`src/rtl/bcd_pkg.sv`:
```
// Shared types and constants for the BCD word decoder: digit widths, the
// one-hot decimal vector type and the emitter FSM states.
package bcd_pkg;

  localparam int BCD_W = 4;
  localparam int DEC_W = 10;
  localparam logic [BCD_W-1:0] BCD_MAX = 4'd9;

  typedef logic [DEC_W-1:0] dec_onehot_t;

  typedef enum logic {
    IDLE = 1'b0,
    EMIT = 1'b1
  } bcd_dec_state_e;

  // Nibbles 10..15 are not decimal digits.
  function automatic logic bcd_is_invalid(input logic [BCD_W-1:0] nibble);
    return nibble > BCD_MAX;
  endfunction

  // Digit-index width; a single-digit word still gets a 1-bit index.
  function automatic int idx_width(input int digits);
    return (digits > 1) ? $clog2(digits) : 1;
  endfunction

endpackage

```
`src/rtl/bcd_word_decoder_if.sv`:
```
// Word-in / digit-out handshake bundle. The decoder uses the slave view,
// the producer/consumer side uses the master view.
interface bcd_word_decoder_if #(
  parameter int DIGITS = 4,
  parameter int IDX_W  = bcd_pkg::idx_width(DIGITS)
) ();

  logic                           in_valid;
  logic                           in_ready;
  logic [bcd_pkg::BCD_W*DIGITS-1:0] in_bcd;

  logic                           out_valid;
  logic                           out_ready;
  bcd_pkg::dec_onehot_t           out_d;
  logic [IDX_W-1:0]               out_idx;
  logic                           out_last;
  logic                           out_err;
  logic                           err_seen;

  modport slave (
    input  in_valid, in_bcd, out_ready,
    output in_ready, out_valid, out_d, out_idx, out_last, out_err, err_seen
  );

  modport master (
    output in_valid, in_bcd, out_ready,
    input  in_ready, out_valid, out_d, out_idx, out_last, out_err, err_seen
  );

endinterface

```
`src/rtl/bcd_to_onehot.sv`:
```
// Combinational decode of one BCD nibble into a 10-line one-hot vector plus
// an invalid-digit flag; invalid nibbles drive no line at all.
module bcd_to_onehot
  import bcd_pkg::*;
(
  input  logic [BCD_W-1:0] nibble_i,
  output dec_onehot_t      onehot_o,
  output logic             err_o
);

  // NOTE: every output of a combinational block gets a default before any
  // branch, otherwise an unassigned path infers a latch.
  always_comb begin
    onehot_o = '0;
    err_o    = bcd_is_invalid(nibble_i);
    case (nibble_i)
      4'd0:    onehot_o = 10'b00_0000_0001;
      4'd1:    onehot_o = 10'b00_0000_0010;
      4'd2:    onehot_o = 10'b00_0000_0100;
      4'd3:    onehot_o = 10'b00_0000_1000;
      4'd4:    onehot_o = 10'b00_0001_0000;
      4'd5:    onehot_o = 10'b00_0010_0000;
      4'd6:    onehot_o = 10'b00_0100_0000;
      4'd7:    onehot_o = 10'b00_1000_0000;
      4'd8:    onehot_o = 10'b01_0000_0000;
      4'd9:    onehot_o = 10'b10_0000_0000;
      default: onehot_o = '0;
    endcase
  end

endmodule

```
`src/rtl/bcd_word_decoder.sv`:
```
// Serialises a packed BCD word into one one-hot decimal digit per beat,
// least-significant digit first, with a sticky per-word invalid-digit flag.
module bcd_word_decoder
  import bcd_pkg::*;
#(
  parameter int DIGITS = 4,
  parameter int IDX_W  = idx_width(DIGITS)
) (
  input  logic               clk,
  input  logic               rst_n,
  bcd_word_decoder_if.slave  bus
);

  localparam int               WORD_W   = BCD_W * DIGITS;
  localparam logic [IDX_W-1:0] LAST_IDX = IDX_W'(DIGITS - 1);

  bcd_dec_state_e    state_q, state_d;
  logic [WORD_W-1:0] shift_q, shift_d;
  logic [IDX_W-1:0]  idx_q, idx_d;
  logic              err_seen_q, err_seen_d;

  dec_onehot_t       nib_onehot;
  logic              nib_err;
  logic              emit;
  logic              is_last;
  logic              out_fire;
  logic              in_ready;
  logic              in_fire;

  bcd_to_onehot u_decode (
    .nibble_i (shift_q[BCD_W-1:0]),
    .onehot_o (nib_onehot),
    .err_o    (nib_err)
  );

  assign emit     = (state_q == EMIT);
  assign is_last  = emit && (idx_q == LAST_IDX);
  assign out_fire = emit && bus.out_ready;
  // The last-digit handshake frees the shift register in the same cycle,
  // so a waiting word is taken without a bubble.
  assign in_ready = !emit || (out_fire && is_last);
  assign in_fire  = bus.in_valid && in_ready;

  // NOTE: registers are written with non-blocking assignments so every flop
  // samples the pre-edge value of every other flop.
  always_ff @(posedge clk or negedge rst_n) begin
    if (!rst_n) begin
      state_q <= IDLE;
    end else begin
      state_q <= state_d;
    end
  end

  always_comb begin
    state_d = state_q;
    case (state_q)
      IDLE:    if (in_fire) state_d = EMIT;
      EMIT:    if (out_fire && is_last && !in_fire) state_d = IDLE;
      default: state_d = IDLE;
    endcase
  end

  always_comb begin
    bus.in_ready  = in_ready;
    bus.out_valid = emit;
    bus.out_d     = emit ? nib_onehot : '0;
    bus.out_idx   = emit ? idx_q : '0;
    bus.out_last  = is_last;
    bus.out_err   = emit && nib_err;
    bus.err_seen  = err_seen_q;
  end

  // Word acceptance overrides the shift: it also wins over an error flagged
  // on the last digit of the outgoing word.
  always_comb begin
    shift_d    = shift_q;
    idx_d      = idx_q;
    err_seen_d = err_seen_q;
    if (out_fire) begin
      if (nib_err) err_seen_d = 1'b1;
      if (!is_last) begin
        shift_d = shift_q >> BCD_W;
        idx_d   = idx_q + IDX_W'(1);
      end
    end
    if (in_fire) begin
      shift_d    = bus.in_bcd;
      idx_d      = '0;
      err_seen_d = 1'b0;
    end
  end

  // NOTE: the shift register is a plain datapath register, not a memory
  // array, so it is reset along with the control state; that keeps a
  // discarded word from ever reaching the decoder after reset.
  always_ff @(posedge clk or negedge rst_n) begin
    if (!rst_n) begin
      shift_q    <= '0;
      idx_q      <= '0;
      err_seen_q <= 1'b0;
    end else begin
      shift_q    <= shift_d;
      idx_q      <= idx_d;
      err_seen_q <= err_seen_d;
    end
  end

endmodule

```
`src/flat_wrapper.sv`:
```
// flat-port wrapper written by rule: the top's interface ports become plain ports
module bcd_word_decoder_flat import bcd_pkg::*;
#(
  parameter int DIGITS = 4,
  parameter int IDX_W  = idx_width(DIGITS)
)
  (clk, rst_n, bus_in_valid, bus_in_bcd, bus_out_ready, bus_in_ready, bus_out_valid, bus_out_d, bus_out_idx, bus_out_last, bus_out_err, bus_err_seen);
  bcd_word_decoder_if #(.DIGITS(DIGITS), .IDX_W(IDX_W)) bus_i ();
  input  logic clk;
  input  logic rst_n;
  input wire logic [$bits(bus_i.in_valid)-1:0] bus_in_valid;
  input wire logic [$bits(bus_i.in_bcd)-1:0] bus_in_bcd;
  input wire logic [$bits(bus_i.out_ready)-1:0] bus_out_ready;
  output wire logic [$bits(bus_i.in_ready)-1:0] bus_in_ready;
  output wire logic [$bits(bus_i.out_valid)-1:0] bus_out_valid;
  output wire logic [$bits(bus_i.out_d)-1:0] bus_out_d;
  output wire logic [$bits(bus_i.out_idx)-1:0] bus_out_idx;
  output wire logic [$bits(bus_i.out_last)-1:0] bus_out_last;
  output wire logic [$bits(bus_i.out_err)-1:0] bus_out_err;
  output wire logic [$bits(bus_i.err_seen)-1:0] bus_err_seen;
  assign bus_i.in_valid = bus_in_valid;
  assign bus_i.in_bcd = bus_in_bcd;
  assign bus_i.out_ready = bus_out_ready;
  assign bus_in_ready = bus_i.in_ready;
  assign bus_out_valid = bus_i.out_valid;
  assign bus_out_d = bus_i.out_d;
  assign bus_out_idx = bus_i.out_idx;
  assign bus_out_last = bus_i.out_last;
  assign bus_out_err = bus_i.out_err;
  assign bus_err_seen = bus_i.err_seen;
  bcd_word_decoder #(.DIGITS(DIGITS), .IDX_W(IDX_W)) u_core (.clk(clk), .rst_n(rst_n), .bus(bus_i));
endmodule
```
`config.mk`:
```
export PLATFORM = sky130hd
export DESIGN_NAME = bcd_word_decoder_flat
export DESIGN_NICKNAME = d
export VERILOG_FILES = /design/src/rtl/bcd_pkg.sv /design/src/rtl/bcd_word_decoder_if.sv /design/src/rtl/bcd_to_onehot.sv /design/src/rtl/bcd_word_decoder.sv /design/src/flat_wrapper.sv
export SDC_FILE = /design/constraint.sdc
export NUM_CORES = 1
export LEC_CHECK = 0
export ABC_AREA = 1
export CAP_MARGIN = 20
export CORE_ASPECT_RATIO = 1.4
export CORE_UTILIZATION = 35
export DETAILED_ROUTE_END_ITERATION = 10
export HOLD_SLACK_MARGIN = 0.02
export PLACE_DENSITY = 0.7
export REMOVE_ABC_BUFFERS = 1
export SYNTH_ARGS = -nofsm -noshare
export SYNTH_HDL_FRONTEND = slang
export SYNTH_SLANG_ARGS = --single-unit
```
`constraint.sdc`:
```
create_clock -name clk -period 1.45 [get_ports clk]
set_input_delay 0.435 -clock clk [delete_from_list [all_inputs] [get_ports clk]]
set_output_delay 0.435 -clock clk [all_outputs]
set_load 0.02 [all_outputs]
```
==> results.sh <==
export IMPL_crit_path_end_kind="output pin"
export IMPL_cts_tree="done"
export IMPL_min_from="u_core.shift_q[12]"
export IMPL_postCtsHoldBufs=0
export IMPL_final_layout_size_suffix_gt1_frac=0.373
export IMPL_core_sq_um=2940
export IMPL_p_per_area_nw_per_um2=1760
export IMPL_reg2regPathDepth=8
export IMPL_initial_core_util=0.376
export IMPL_ys_seq_elements=20
export IMPL_insertion_delay_ns=0.26
export IMPL_finalHoldViolCount=0
export IMPL_critPathRequiredTime_ns=1.02
export IMPL_post_place_ws_ns=-0.675
export IMPL_fin_crit_ns=1.60
export IMPL_setup_viol=16
export IMPL_routed_via_density=4.84
export IMPL_skew_ns=0.00205
export IMPL_use_met2=0.358
export IMPL_holdPathEnd="u_core.shift_q[12]"
export IMPL_cts_sinks=20
export IMPL_violations="setup timing"
export IMPL_cts_inserted_buffers=3
export IMPL_tightestPinTransition_ns=0.269
export IMPL_fin_nets=226
export IMPL_critPathMaxFanout=3
export IMPL_synth_cell_types=18
export IMPL_slew_violations=0
export IMPL_syn_to_final_growth_pct=63.1
export IMPL_hold_class="reg -> reg"
export IMPL_grt_usage=0.181
export IMPL_cts_buffer_depth=2
export IMPL_min_path_cells=2
export IMPL_crit_buf_inv=2
export IMPL_rsz0062_at_grt="true"
export IMPL_htreeDepth=1
export IMPL_finalCritPeriodShare=1.10
export IMPL_drt_iter0_drc=45
export IMPL_p_leak_nw=0.910
export IMPL_die_h_um=68.5
export IMPL_worstReg2RegStart="u_core.bus.out_valid"
export IMPL_startpoint_type="register"
export IMPL_r2r_end="u_core.shift_q[10]"
export IMPL_drv_cap=0
export IMPL_drtPass1Iterations=4
export IMPL_nFillCells=256
export IMPL_rows=23
export IMPL_yosysSeqAreaShare=0.453
export IMPL_syn_area_sq_um=1100
export IMPL_synthMuxAreaShare=0
export IMPL_die_area_sq_um=3390
export IMPL_syn_inst=148
export IMPL_wire_per_inst_um=12.2
export IMPL_clk_transition_reported_paths_ns=0.07
export IMPL_synth_simple_area_share=0.385
export IMPL_globalplace_congestion=0.785
export IMPL_synth_xor_area_share=0
export IMPL_whs_ns=0.489
export IMPL_wirelength_um=2940
export IMPL_vdd_drop_max_v=0.000934
export IMPL_port_buffers=36
export IMPL_drc=0
export IMPL_insertedDiodeCount=0
export IMPL_io_pins=37
export IMPL_grt_pass1_vias=1049
export IMPL_grt_antenna_before_repair=0
export IMPL_vias=1166
export IMPL_dp_final_hpwl_um=1950
export IMPL_setup_slack_ns=-0.151
export IMPL_fmax_mhz=625
export IMPL_grt_max_degree=21
export IMPL_path_cells="inv_2 > a21oi_2 > and2_1 > buf_6"
export IMPL_grt_busiest_layer="met2"
export IMPL_worstPathArrival_ns=1.17
export IMPL_rrSetupSlack_ns=0.01
export IMPL_grt_util_met3=0.0267
export IMPL_ant_nets=0
export IMPL_grt_pass1_wl_um=4620
export IMPL_cp_top_family="flip-flops"
export IMPL_synth_top_family_by_area="simple AND/OR/NAND/NOR gates"
export IMPL_critical_path_class="reg -> out"
export IMPL_cts_root_buffer="clkbuf_8"
export IMPL_final_core_util=0.614
export IMPL_die_w_um=49.5
export IMPL_status="complete, but fails checks"
export IMPL_critPathMaxStageDelay_ns=0.39
export IMPL_yosys_warnings=0
export IMPL_relSlewSlack=0.820
export IMPL_yosys_area_share_adder=0.0113
export IMPL_overflow=0
export IMPL_use_met1=0.199
export IMPL_worst_path_max_delay_cell="dfrtp_1"
export IMPL_synth_compound_area_share=0.0340
export IMPL_synth_area_per_cell_sq_um=7.46
cells in the final DEF, fill, tap and decap left out:
master           netlist  final
a21oi_1                2      1
a21oi_2                0      1
and2_1                 1      1
buf_4                  2     27
buf_6                  3     10
buf_8                  0      1
clkbuf_8               0      4
clkdlybuf4s50_1        0     18
dfrtp_1               20     19
dfrtp_2                0      1
dlygate4sd2_1          0      2
ha_4                   0      1
inv_1                 17     11
inv_2                  3      8
inv_4                  0      1
nand2_1               49     42
nand2_2                4      5
nand2_4                1      6
nand2_8                0      1
nand3_1               18     15
nand3_2                0      1
nand3_4                0      2
nand4_1                9      9
nor2_1                11      5
nor2_2                 0      6
nor2_4                 1      1
o21ai_0                4      2
o21ai_1                0      2
o31ai_1                1      1
timing repair:
action                                  4_1_cts  5_1_grt
resized for setup                           102       30
gates cloned                                  0        0
buffers inserted                              4        3
pin swaps                                     6        6
endpoints found under the setup margin       32       20
worst reg2reg max path, stage by stage (launching register included):
cell and delay [ns]:
dfrtp_2 0.43, buf_6 0.13, buf_8 0.13, buf_4 0.15
nand2_4 0.11, nand2_4 0.07, nor2_4 0.17, nand3_1 0.11
nand2_1 0.08
worst max path at each step:
stage / startpoint / end / slack, ns / cells after the start
detailed placement: bus_out_ready / bus_in_ready / -0.68 / 4
CTS: u_core.bus.out_valid / bus_out_d[1] / -0.13 / 4
global route: u_core.shift_q[3] / bus_out_d[0] / -0.21 / 4
global placement: bus_out_ready / bus_in_ready / -0.67 / 4
finish: u_core.shift_q[2] / bus_out_err / -0.15 / 4
floorplan: u_core.bus.out_valid / bus_out_d[4] / -0.28 / 2
metal layers:
layer | up-vias | routed length [um]
met5 | - | 0
met4 | 0 | 33
met3 | 4 | 140
met2 | 46 | 1600
met1 | 535 | 1170
li1 | 581 | -
cells in the mapped netlist:
cell type | number | share of area
o21ai_0 | 4 | 0.018
inv_1 | 17 | 0.058
nand2_4 | 1 | 0.010
nor2_1 | 11 | 0.037
a21oi_1 | 2 | 0.0091
o31ai_1 | 1 | 0.0068
nand4_1 | 9 | 0.051
inv_2 | 3 | 0.010
dfrtp_1 | 20 | 0.45
buf_4 | 2 | 0.014
nand2_1 | 49 | 0.17
nand2_2 | 4 | 0.023
ha_1 | 1 | 0.011
nor2_4 | 1 | 0.010
buf_2 | 1 | 0.0045
nand3_1 | 18 | 0.082
buf_6 | 3 | 0.031
and2_1 | 1 | 0.0057
metrics by stage:
| stage | std cells | TNS [ns] | total power [mW] | instance area (sq um) |
|---|---|---|---|---|
| after floorplan | 142 | -2.92 | 1.68 | 1050 |
| after global placement | 230 | -9.43 | 2.31 | 1570 |
| after detailed placement | 230 | -10.51 | 2.36 | 1570 |
| after CTS | 238 | -1.55 | 2.91 | 1670 |
| after global routing | 241 | -2.93 | 3.38 | 1800 |
| final | 241 | -1.93 | 3.16 | 1800 |
flip-flops by register name (all words and copies together) (netlist names):
signal,cells
u_core.bus.err_seen,1
u_core.shift_q,16
u_core.bus.out_valid,1
u_core.idx_q,2
kinds of logic (layout without fill, tap and decap cells):
kind of cell | Yosys count | in the layout
adder cells (fa/ha/maj) | 1 | 1
flip-flops | 20 | 20
AND/OR/NAND/NOR | 94 | 94
AO/OA/AOI/OAI | 7 | 7
buffers and inverters | 26 | 82
cell type report:
type / instances / area [sq um] / share of cell area
Sequential cell: 20 / 502 / 0.278
Timing Repair Buffer: 58 / 528 / 0.293
Tap cell: 37 / 46.3 / 0.0257
Inverter: 20 / 77.6 / 0.0431
Clock buffer: 4 / 55.1 / 0.0306
Multi-Input combinational cell: 102 / 593 / 0.329
power by group:
group | switching, mW | leakage, nW | internal [mW] | total (mW)
combinational | 0.991 | 0.621 | 0.840 | 1.83
clock | 0.187 | 0.0288 | 0.242 | 0.429
sequential | 0.139 | 0.261 | 0.764 | 0.904
total | 1.32 | 0.910 | 1.85 | 3.16
Note: power is estimated with default switching activity, not from simulation.
